$ cat src/rtl/arb_mux.sv
// CHANNELS-way arbitrated multiplexer with a one-deep registered output and valid/ready handshake.
// Define ARB_MUX_ROUND_ROBIN_EN for round-robin arbitration; otherwise the lowest eligible index wins.
module arb_mux #(
    parameter int unsigned WIDTH    = 16,
    parameter int unsigned CHANNELS = 8,
    localparam int unsigned SEL_W   = $clog2(CHANNELS)
) (
    input  logic                      clk,
    input  logic                      reset,
    input  logic [CHANNELS*WIDTH-1:0] in_data,
    input  logic [CHANNELS-1:0]       in_valid,
    output logic [CHANNELS-1:0]       in_ready,
    input  logic                      force_en,
    input  logic [SEL_W-1:0]          force_sel,
    output logic [WIDTH-1:0]          out_data,
    output logic [SEL_W-1:0]          out_sel,
    output logic                      out_valid,
    input  logic                      out_ready
);

`ifdef ARB_MUX_ROUND_ROBIN_EN
    localparam bit RR_EN = 1'b1;
`else
    localparam bit RR_EN = 1'b0;
`endif

    localparam logic [SEL_W:0]   CH_LIMIT = (SEL_W + 1)'(CHANNELS);
    localparam logic [SEL_W-1:0] LAST_SEL = SEL_W'(CHANNELS - 1);

    logic [WIDTH-1:0]    data_q, data_d;
    logic [SEL_W-1:0]    sel_q, sel_d;
    logic                valid_q, valid_d;
    logic [SEL_W-1:0]    ptr_q, ptr_d;

    logic                load;
    logic                transfer;
    logic [SEL_W:0]      force_sel_ext;
    logic                force_in_range;
    logic [CHANNELS-1:0] eligible;
    logic [SEL_W-1:0]    search_base;
    logic [SEL_W-1:0]    cand;
    logic                grant_valid;
    logic [SEL_W-1:0]    grant;

    assign load           = !valid_q || out_ready;
    assign force_sel_ext  = {1'b0, force_sel};
    assign force_in_range = force_sel_ext < CH_LIMIT;

    always_comb begin
        eligible = '0;
        for (int unsigned i = 0; i < CHANNELS; i++) begin
            if (!force_en) begin
                eligible[i] = in_valid[i];
            end else if (force_in_range && (force_sel_ext == (SEL_W + 1)'(i))) begin
                eligible[i] = in_valid[i];
            end
        end
    end

    // Fixed priority is the round-robin search anchored at index 0.
    assign search_base = ptr_q & {SEL_W{RR_EN}};

    always_comb begin
        grant_valid = 1'b0;
        grant       = '0;
        cand        = '0;
        for (int unsigned k = 0; k < CHANNELS; k++) begin
            cand = SEL_W'((32'(search_base) + k) % CHANNELS);
            if (!grant_valid && eligible[cand]) begin
                grant_valid = 1'b1;
                grant       = cand;
            end
        end
    end

    assign transfer = grant_valid && load;

    always_comb begin
        in_ready = '0;
        if (transfer && !reset) begin
            in_ready[grant] = 1'b1;
        end
    end

    always_comb begin
        valid_d = valid_q;
        data_d  = data_q;
        sel_d   = sel_q;
        ptr_d   = ptr_q;
        if (transfer) begin
            valid_d = 1'b1;
            data_d  = in_data[grant*WIDTH +: WIDTH];
            sel_d   = grant;
            ptr_d   = (grant == LAST_SEL) ? '0 : grant + 1'b1;
        end else if (out_ready) begin
            valid_d = 1'b0;
        end
    end

    always_ff @(posedge clk or posedge reset) begin
        if (reset) begin
            valid_q <= 1'b0;
            data_q  <= '0;
            sel_q   <= '0;
            ptr_q   <= '0;
        end else begin
            valid_q <= valid_d;
            data_q  <= data_d;
            sel_q   <= sel_d;
            ptr_q   <= ptr_d;
        end
    end

    assign out_valid = valid_q;
    assign out_data  = data_q;
    assign out_sel   = sel_q;

endmodule

$ cat config.mk
export PLATFORM = sky130hd
export DESIGN_NAME = arb_mux
export DESIGN_NICKNAME = d
export VERILOG_FILES = /design/src/rtl/arb_mux.sv
export SDC_FILE = /design/constraint.sdc
export NUM_CORES = 1
export LEC_CHECK = 0
export CORE_AREA = 2 2 87 89
export DETAILED_ROUTE_END_ITERATION = 10
export DIE_AREA = 0 0 89 91
export GPL_ROUTABILITY_DRIVEN = 1
export GPL_TIMING_DRIVEN = 1
export PLACE_DENSITY_LB_ADDON = 0.3
export SYNTH_ARGS = -nofsm -noshare
export SYNTH_HDL_FRONTEND = slang
export SYNTH_SLANG_ARGS = --single-unit
$ cat constraint.sdc
create_clock -name clk -period 3.6 [get_ports clk]
set_clock_uncertainty 0.2 [all_clocks]
set_input_delay 0.72 -clock clk [delete_from_list [all_inputs] [get_ports clk]]
set_output_delay 0.72 -clock clk [all_outputs]
set_load 0.005 [all_outputs]
==> results_dict.tcl, run 1 <==
set metrics [dict create \
    outcome "completed" \
    ys_ff_latch 20 \
    syn_avg_cell_area_um2 7.602 \
    syn_to_final_growth_pct 84.89 \
    row_count 31 \
    viasPerCell 5.754 \
    drive_above_1_share_pct 16.86 \
    vias 3504 \
    cts_tree "done" \
    hold_path_class "reg2reg" \
    cp.depth 8 \
    die-area_um2 8099 \
    fin_crit_ps 3552 \
    slowest_stage "a2111oi_0" \
    holdWs_ps 279.9 \
    n_antenna_cell 0 \
    reg2reg_slack_ps 1940 \
    start_util_pct 35.05 \
    overflow 0 \
    synth_edf_count 0 \
    antenna_found_initial 0 \
    final_nets 654 \
    grt_pass1_wl_mm 17.44 \
    firstDrtPassIters 5 \
    grt_pass1_vias 3498 \
    synth_fp_nets 472 \
    seq_area_frac_synth_pct 20.01 \
    synthCells 329 \
    period_share_pct 98.67 \
    numCtsBuffers 3 \
    synth.distinct_cells 48 \
    slew_headroom_pct 26.73 \
    seq_area_um2 500.5 \
    gp_congestion 0.9131 \
    cp-start-kind "input port" \
    clk_pin_slew_worst_paths_ps 80 \
    dieWidth_um 89 \
    worst_pin_slew_ps 1071 \
    hpwl_mm 8.747 \
    nFillCells 634 \
    core_area_um2 7137 \
    maxSlewViolCount 0 \
    cts_sinks 20 \
    crit_path_max_incr_delay_ps 970 \
    post-route-drc-count 0 \
    wl_per_cell_um 18.84 \
    r2r-end "out_data[1]" \
    final_common_cell "clkdlybuf4s50_1" \
    power.total_mw 1.247 \
    worstHoldEndpoint "out_data[5]" \
    ctsHoldBuffers 0 \
    path_cells "clkdlybuf4s50_1 > mux2_4 > a21boi_2 > a32o_2 > a31oi_4 > buf_4 > a2111oi_0 > o31ai_1" \
    holdCritStartpoint "out_data[5]" \
    initialDrtViolationCount 207 \
    r2r-start "out_valid" \
    wirelength_mm 11.47 \
    leakage_nw 1.804 \
    cp.arrival_ps 3450 \
    synth_top_flop_cell "dfrtp_1" \
    maxCapViolations 0 \
    grtUsageMet3_pct 3.909 \
    cp_num_buf_inv 2 \
    hold_viol 0 \
    grt_start_max_net_pins 35 \
    hold_path_depth 2 \
    synth_area_um2 2501 \
    yosysWarnings 0 \
    clock_path_buffers 2 \
    path_max_fanout 33 \
    rsz0062_at_grt "yes" \
    r2r_cells 4 \
    setup_viol 0 \
    grtUsageTotal_pct 27.40 \
    clock.fmax_mhz 281.5 \
    grtUsageMet2_pct 47.51 \
    io_pins 171 \
    crit_path_end_kind "register" \
    multi_input_area_um2 1874 \
    grt_most_used_layer "met2" \
    crit_family "compound AO/OA/AOI/OAI gates" \
    clockRootBuffer "clkbuf_8" \
    final_cell_mix "clkdlybuf4s50_1, nand2_1, buf_4" \
    io_buffers 170 \
    ys_async_sr_fraction_pct 100.0 \
    clkLatencyLatePin_ps 250 \
    grtUsageMet1_pct 33.86 \
    ant_nets 0 \
    final_core_util_pct 64.80 \
    htreeDepth 1 \
    required_ps 3500 \
    peakVddDrop_uv 156.9 \
    die_h_um 91 \
    critical_path_class "in2reg" \
    powerDensity_nw_per_um2 269.7 \
]
## where the power goes
part	leakage, nW	switching (mW)	internal (mW)
clock	0.0357	0.0731	0.148
sequential	0.238	0.0270	0.274
combinational	1.53	0.322	0.403
total	1.80	0.422	0.825
## cell type report
cell class,instances,share of cell area [%]
timing repair buffer,213,44.10
multi-input combinational,269,40.53
sequential,20,10.82
tap,99,2.679
clock buffer,3,0.8929
clock inverter,1,0.6493
inverter,4,0.3247
## logic make-up (layout without fill, tap and decap cells)
family                 count (synthesis)  after routing  share of synthesized area, %
buffers and inverters                 40            221                         7.853
AOI/OAI and AO/OA                    151            151                         48.72
and+or+nand+nor                      115            115                         22.01
muxes                                  3              3                         1.401
DFF                                   20             20                         20.01
## tightest hold or removal path, cell delays in order (launching register included)
cell     delay [ps]
dfrtp_1         350
nand2_1          50
o31ai_1          50
## repair_timing
action,in CTS,in global routing
setup buffers,1,0
gates resized for setup,24,10
endpoints found under the setup margin,7,5
pin swaps,5,5
## metal layers
| layer | part of all wire [%] | vias to the layer above |
|---|---|---|
| met2 | 50 | 169 |
| met1 | 39 | 1646 |
| li1 | - | 1667 |
| met5 | 0 | - |
| met4 | 2.7 | 0 |
| met3 | 8.6 | 22 |
## Yosys cell counts (2+ instances only)
cell type	instances	area, um^2
nand2_1	45	168.9
a21oi_1	35	175.2
nor3_1	24	120.1
a22oi_1	21	157.7
clkbuf_1	20	75.07
dfrtp_1	20	500.5
nand3_1	12	60.06
nand4_1	11	68.82
o211a_1	11	110.1
a31oi_1	10	62.56
o31ai_1	9	67.56
a2111oi_2	8	120.1
o21ai_0	8	40.04
buf_2	7	35.03
nor2_1	7	26.28
o31ai_2	7	87.58
a2111oi_0	6	52.55
and3_1	6	37.54
a22o_1	5	43.79
o2111a_1	5	56.30
buf_6	4	45.04
buf_1	3	11.26
inv_1	3	11.26
nand2b_1	3	18.77
nor4_1	3	18.77
o21a_1	3	22.52
o21ai_1	3	15.01
o21ai_2	3	26.28
a2111oi_1	2	20.02
a21boi_0	2	15.01
a32o_1	2	20.02
buf_4	2	15.01
mux2i_1	2	20.02
nor3b_1	2	15.01
o21bai_1	2	15.01
## worst max-delay path by stage
stage	startpoint	end	slack, ps
after detailed placement	force_sel[0]	in_ready[6]	-480
after global routing	in_valid[3]	in_ready[4]	-30
after floorplan	force_en	in_ready[4]	340
after global placement	force_sel[0]	in_ready[6]	-460
final	in_valid[4]	out_data[1]	50
after CTS	in_valid[4]	in_ready[7]	-4
## registers in the layout, summed over array words and instances, names as in the netlist
| register | count |
|---|---|
| out_data | 16 |
| out_sel | 3 |
| out_valid | 1 |
## per-stage QoR
step	instances	worst slack, ps	TNS, ps	instance area [um^2]
floorplan	329	339.4	0	2501
global placement	604	-464.8	-2953	4488
detailed placement	604	-480.6	-2936	4488
CTS	609	-4.061	-4.061	4592
global route	609	-25.07	-55.78	4624
finish	609	48.05	0	4624
No activity file was read; power rests on OpenSTA's default activity.
==> run 2: changes to the inputs <==
--- a/config.mk
+++ b/config.mk
@@ -6,11 +6,14 @@
 export NUM_CORES = 1
 export LEC_CHECK = 0
 export CORE_AREA = 2 2 87 89
+export CTS_BUF_LIST = sky130_fd_sc_hd__clkbuf_16
 export DETAILED_ROUTE_END_ITERATION = 10
 export DIE_AREA = 0 0 89 91
 export GPL_ROUTABILITY_DRIVEN = 1
 export GPL_TIMING_DRIVEN = 1
 export PLACE_DENSITY_LB_ADDON = 0.3
+export RECOVER_POWER = 100
+export SETUP_SLACK_MARGIN = 0.5
 export SYNTH_ARGS = -nofsm -noshare
 export SYNTH_HDL_FRONTEND = slang
 export SYNTH_SLANG_ARGS = --single-unit
==> results_dict.tcl, run 2 (synthesis gave the netlist of run 1 again) <==
set metrics [dict create \
    power_frac_clock_pct 22.8 \
    path_cells "clkdlybuf4s25_1 > mux2_1 > a21boi_4 > a32o_2 > a31oi_4 > buf_6 > nor3_1 > buf_2" \
    cts_sinks 20 \
    switchingPower_mw 0.4492 \
    cp-start-kind "input port" \
    r2r-start "out_valid" \
    io_pins 171 \
    hold_viol 0 \
    reg2reg_slack_ps 1730 \
    final_cell_mix "clkdlybuf4s50_1, nand2_1, buf_4" \
    final_core_util_pct 67.29 \
    swShare_pct 33.41 \
    viasPerCell 5.862 \
    n_antenna_cell 0 \
    maxCapViolations 0 \
    crit_family "buffers and inverters" \
    io_buffers 170 \
    hpwl_mm 8.767 \
    slowest_stage "mux2_1" \
    leakage_nw 1.906 \
    final_common_cell "clkdlybuf4s50_1" \
    period_share_pct 91.18 \
    final_nets 663 \
    initialDrtViolationCount 254 \
    grt_start_max_net_pins 51 \
    clkLatencyLatePin_ps 250 \
    worstHoldEndpoint "out_data[1]" \
    clockRootBuffer "clkbuf_16" \
    slew_headroom_pct 28.01 \
    crit_path_max_incr_delay_ps 370 \
    combPwrFrac_pct 55.0 \
    powerDensity_nw_per_um2 280.0 \
    hold_path_depth 2 \
    vias 3623 \
    maxSlewViolCount 0 \
    htreeDepth 1 \
    firstDrtPassIters 5 \
    clock.fmax_mhz 304.6 \
    critical_path_class "in2out" \
    grt_pass1_vias 3580 \
    setup_slack_ps 317.5 \
    r2r_cells 5 \
    overflow 0 \
    peakVddDrop_uv 258.3 \
    clk_pin_slew_worst_paths_ps 50 \
    setup_viol 0 \
    antenna_found_initial 0 \
    clock_path_buffers 2 \
    wirelength_mm 11.94 \
    required_ps 2680 \
    r2r-end "out_data[2]" \
    drive_above_1_share_pct 20.81 \
    numCtsBuffers 3 \
    gp_congestion 0.8735 \
    row_count 31 \
    cp_num_buf_inv 3 \
    internal_power_mw 0.8954 \
    hold_path_class "reg2reg" \
    largest_register_ffs 16 \
    cts_tree "done" \
    post-route-drc-count 0 \
    cp.arrival_ps 2360 \
    nFillCells 626 \
    start_util_pct 35.05 \
    ctsHoldBuffers 0 \
    dieWidth_um 89 \
    grtUsageTotal_pct 28.13 \
    die-area_um2 8099 \
    seqPwrFrac_pct 22.2 \
    holdWs_ps 269.9 \
    fin_crit_ps 3283 \
    core_area_um2 7137 \
    grt_pass1_wl_mm 18.11 \
    post-place-ws_ps -431.4 \
    rsz0062_at_grt "yes" \
    path_max_fanout 9 \
    wl_per_cell_um 19.32 \
    die_h_um 91 \
    worst_pin_slew_ps 1080 \
    ant_nets 0 \
    syn_to_final_growth_pct 92.00 \
    holdCritStartpoint "out_data[1]" \
    outcome "completed" \
    crit_path_end_kind "output pin" \
]
[run 2: power groups by stage]
stage,clock network [mW],logic [mW],registers [mW]
after floorplan,0,0.323,0.307
after global placement,0,0.711,0.301
after detailed placement,0,0.726,0.303
after CTS,0.308,0.756,0.301
after global routing,0.318,0.791,0.303
final,0.307,0.739,0.299
[run 2: metal layers]
metal  vias up  GRT usage (%)  routed length [um]
met5         -              0                   0
met4         0          12.81                 448
met3        36          4.182                1005
met2       215          46.08                5766
met1      1679          35.85                4721
li1       1693              -                   -
[run 2: worst max path at each step]
| stage | startpoint | cells past startpoint | end | slack, ps |
|---|---|---|---|---|
| floorplan | force_en | 8 | in_ready[4] | 480 |
| global placement | force_sel[0] | 8 | in_ready[5] | -370 |
| detailed placement | force_sel[0] | 8 | in_ready[5] | -430 |
| CTS | in_valid[4] | 7 | in_ready[5] | 470 |
| global route | in_valid[5] | 8 | in_ready[7] | 200 |
| finish | in_valid[5] | 8 | in_ready[7] | 320 |
[run 2: final cells by class]
type | count | area, um^2 | area share [%]
timing repair buffer | 222 | 2107 | 43.88
tap | 99 | 123.9 | 2.579
clock buffer | 3 | 75.07 | 1.563
clock inverter | 1 | 30.03 | 0.6253
inverter | 4 | 15.01 | 0.3127
sequential | 20 | 500.5 | 10.42
multi-input combinational | 269 | 1951 | 40.62
[run 2: worst register-to-register path, delay by kind of cell (launching register included)]
| family | cells | cell delay, ps |
|---|---|---|
| and+or+nand+nor | 1 | 90 |
| AOI/OAI and AO/OA | 2 | 530 |
| DFF | 1 | 370 |
| buffers and inverters | 2 | 570 |
[run 2: per-stage QoR]
stage / cell area (um^2) / cells / total power [mW] / TNS (ps)
after floorplan: 2562 / 329 / 0.6297 / 0
after global placement: 4561 / 608 / 1.012 / -2012
after detailed placement: 4561 / 608 / 1.029 / -2328
after CTS: 4816 / 617 / 1.364 / 0
after global routing: 4802 / 618 / 1.412 / 0
final: 4802 / 618 / 1.345 / 0
[run 2: what timing repair did]
action                     in CTS  in global routing
resized for setup              90                 12
setup endpoints to repair      25                  7
pin swaps                      14                  4
buffers inserted                5                  1
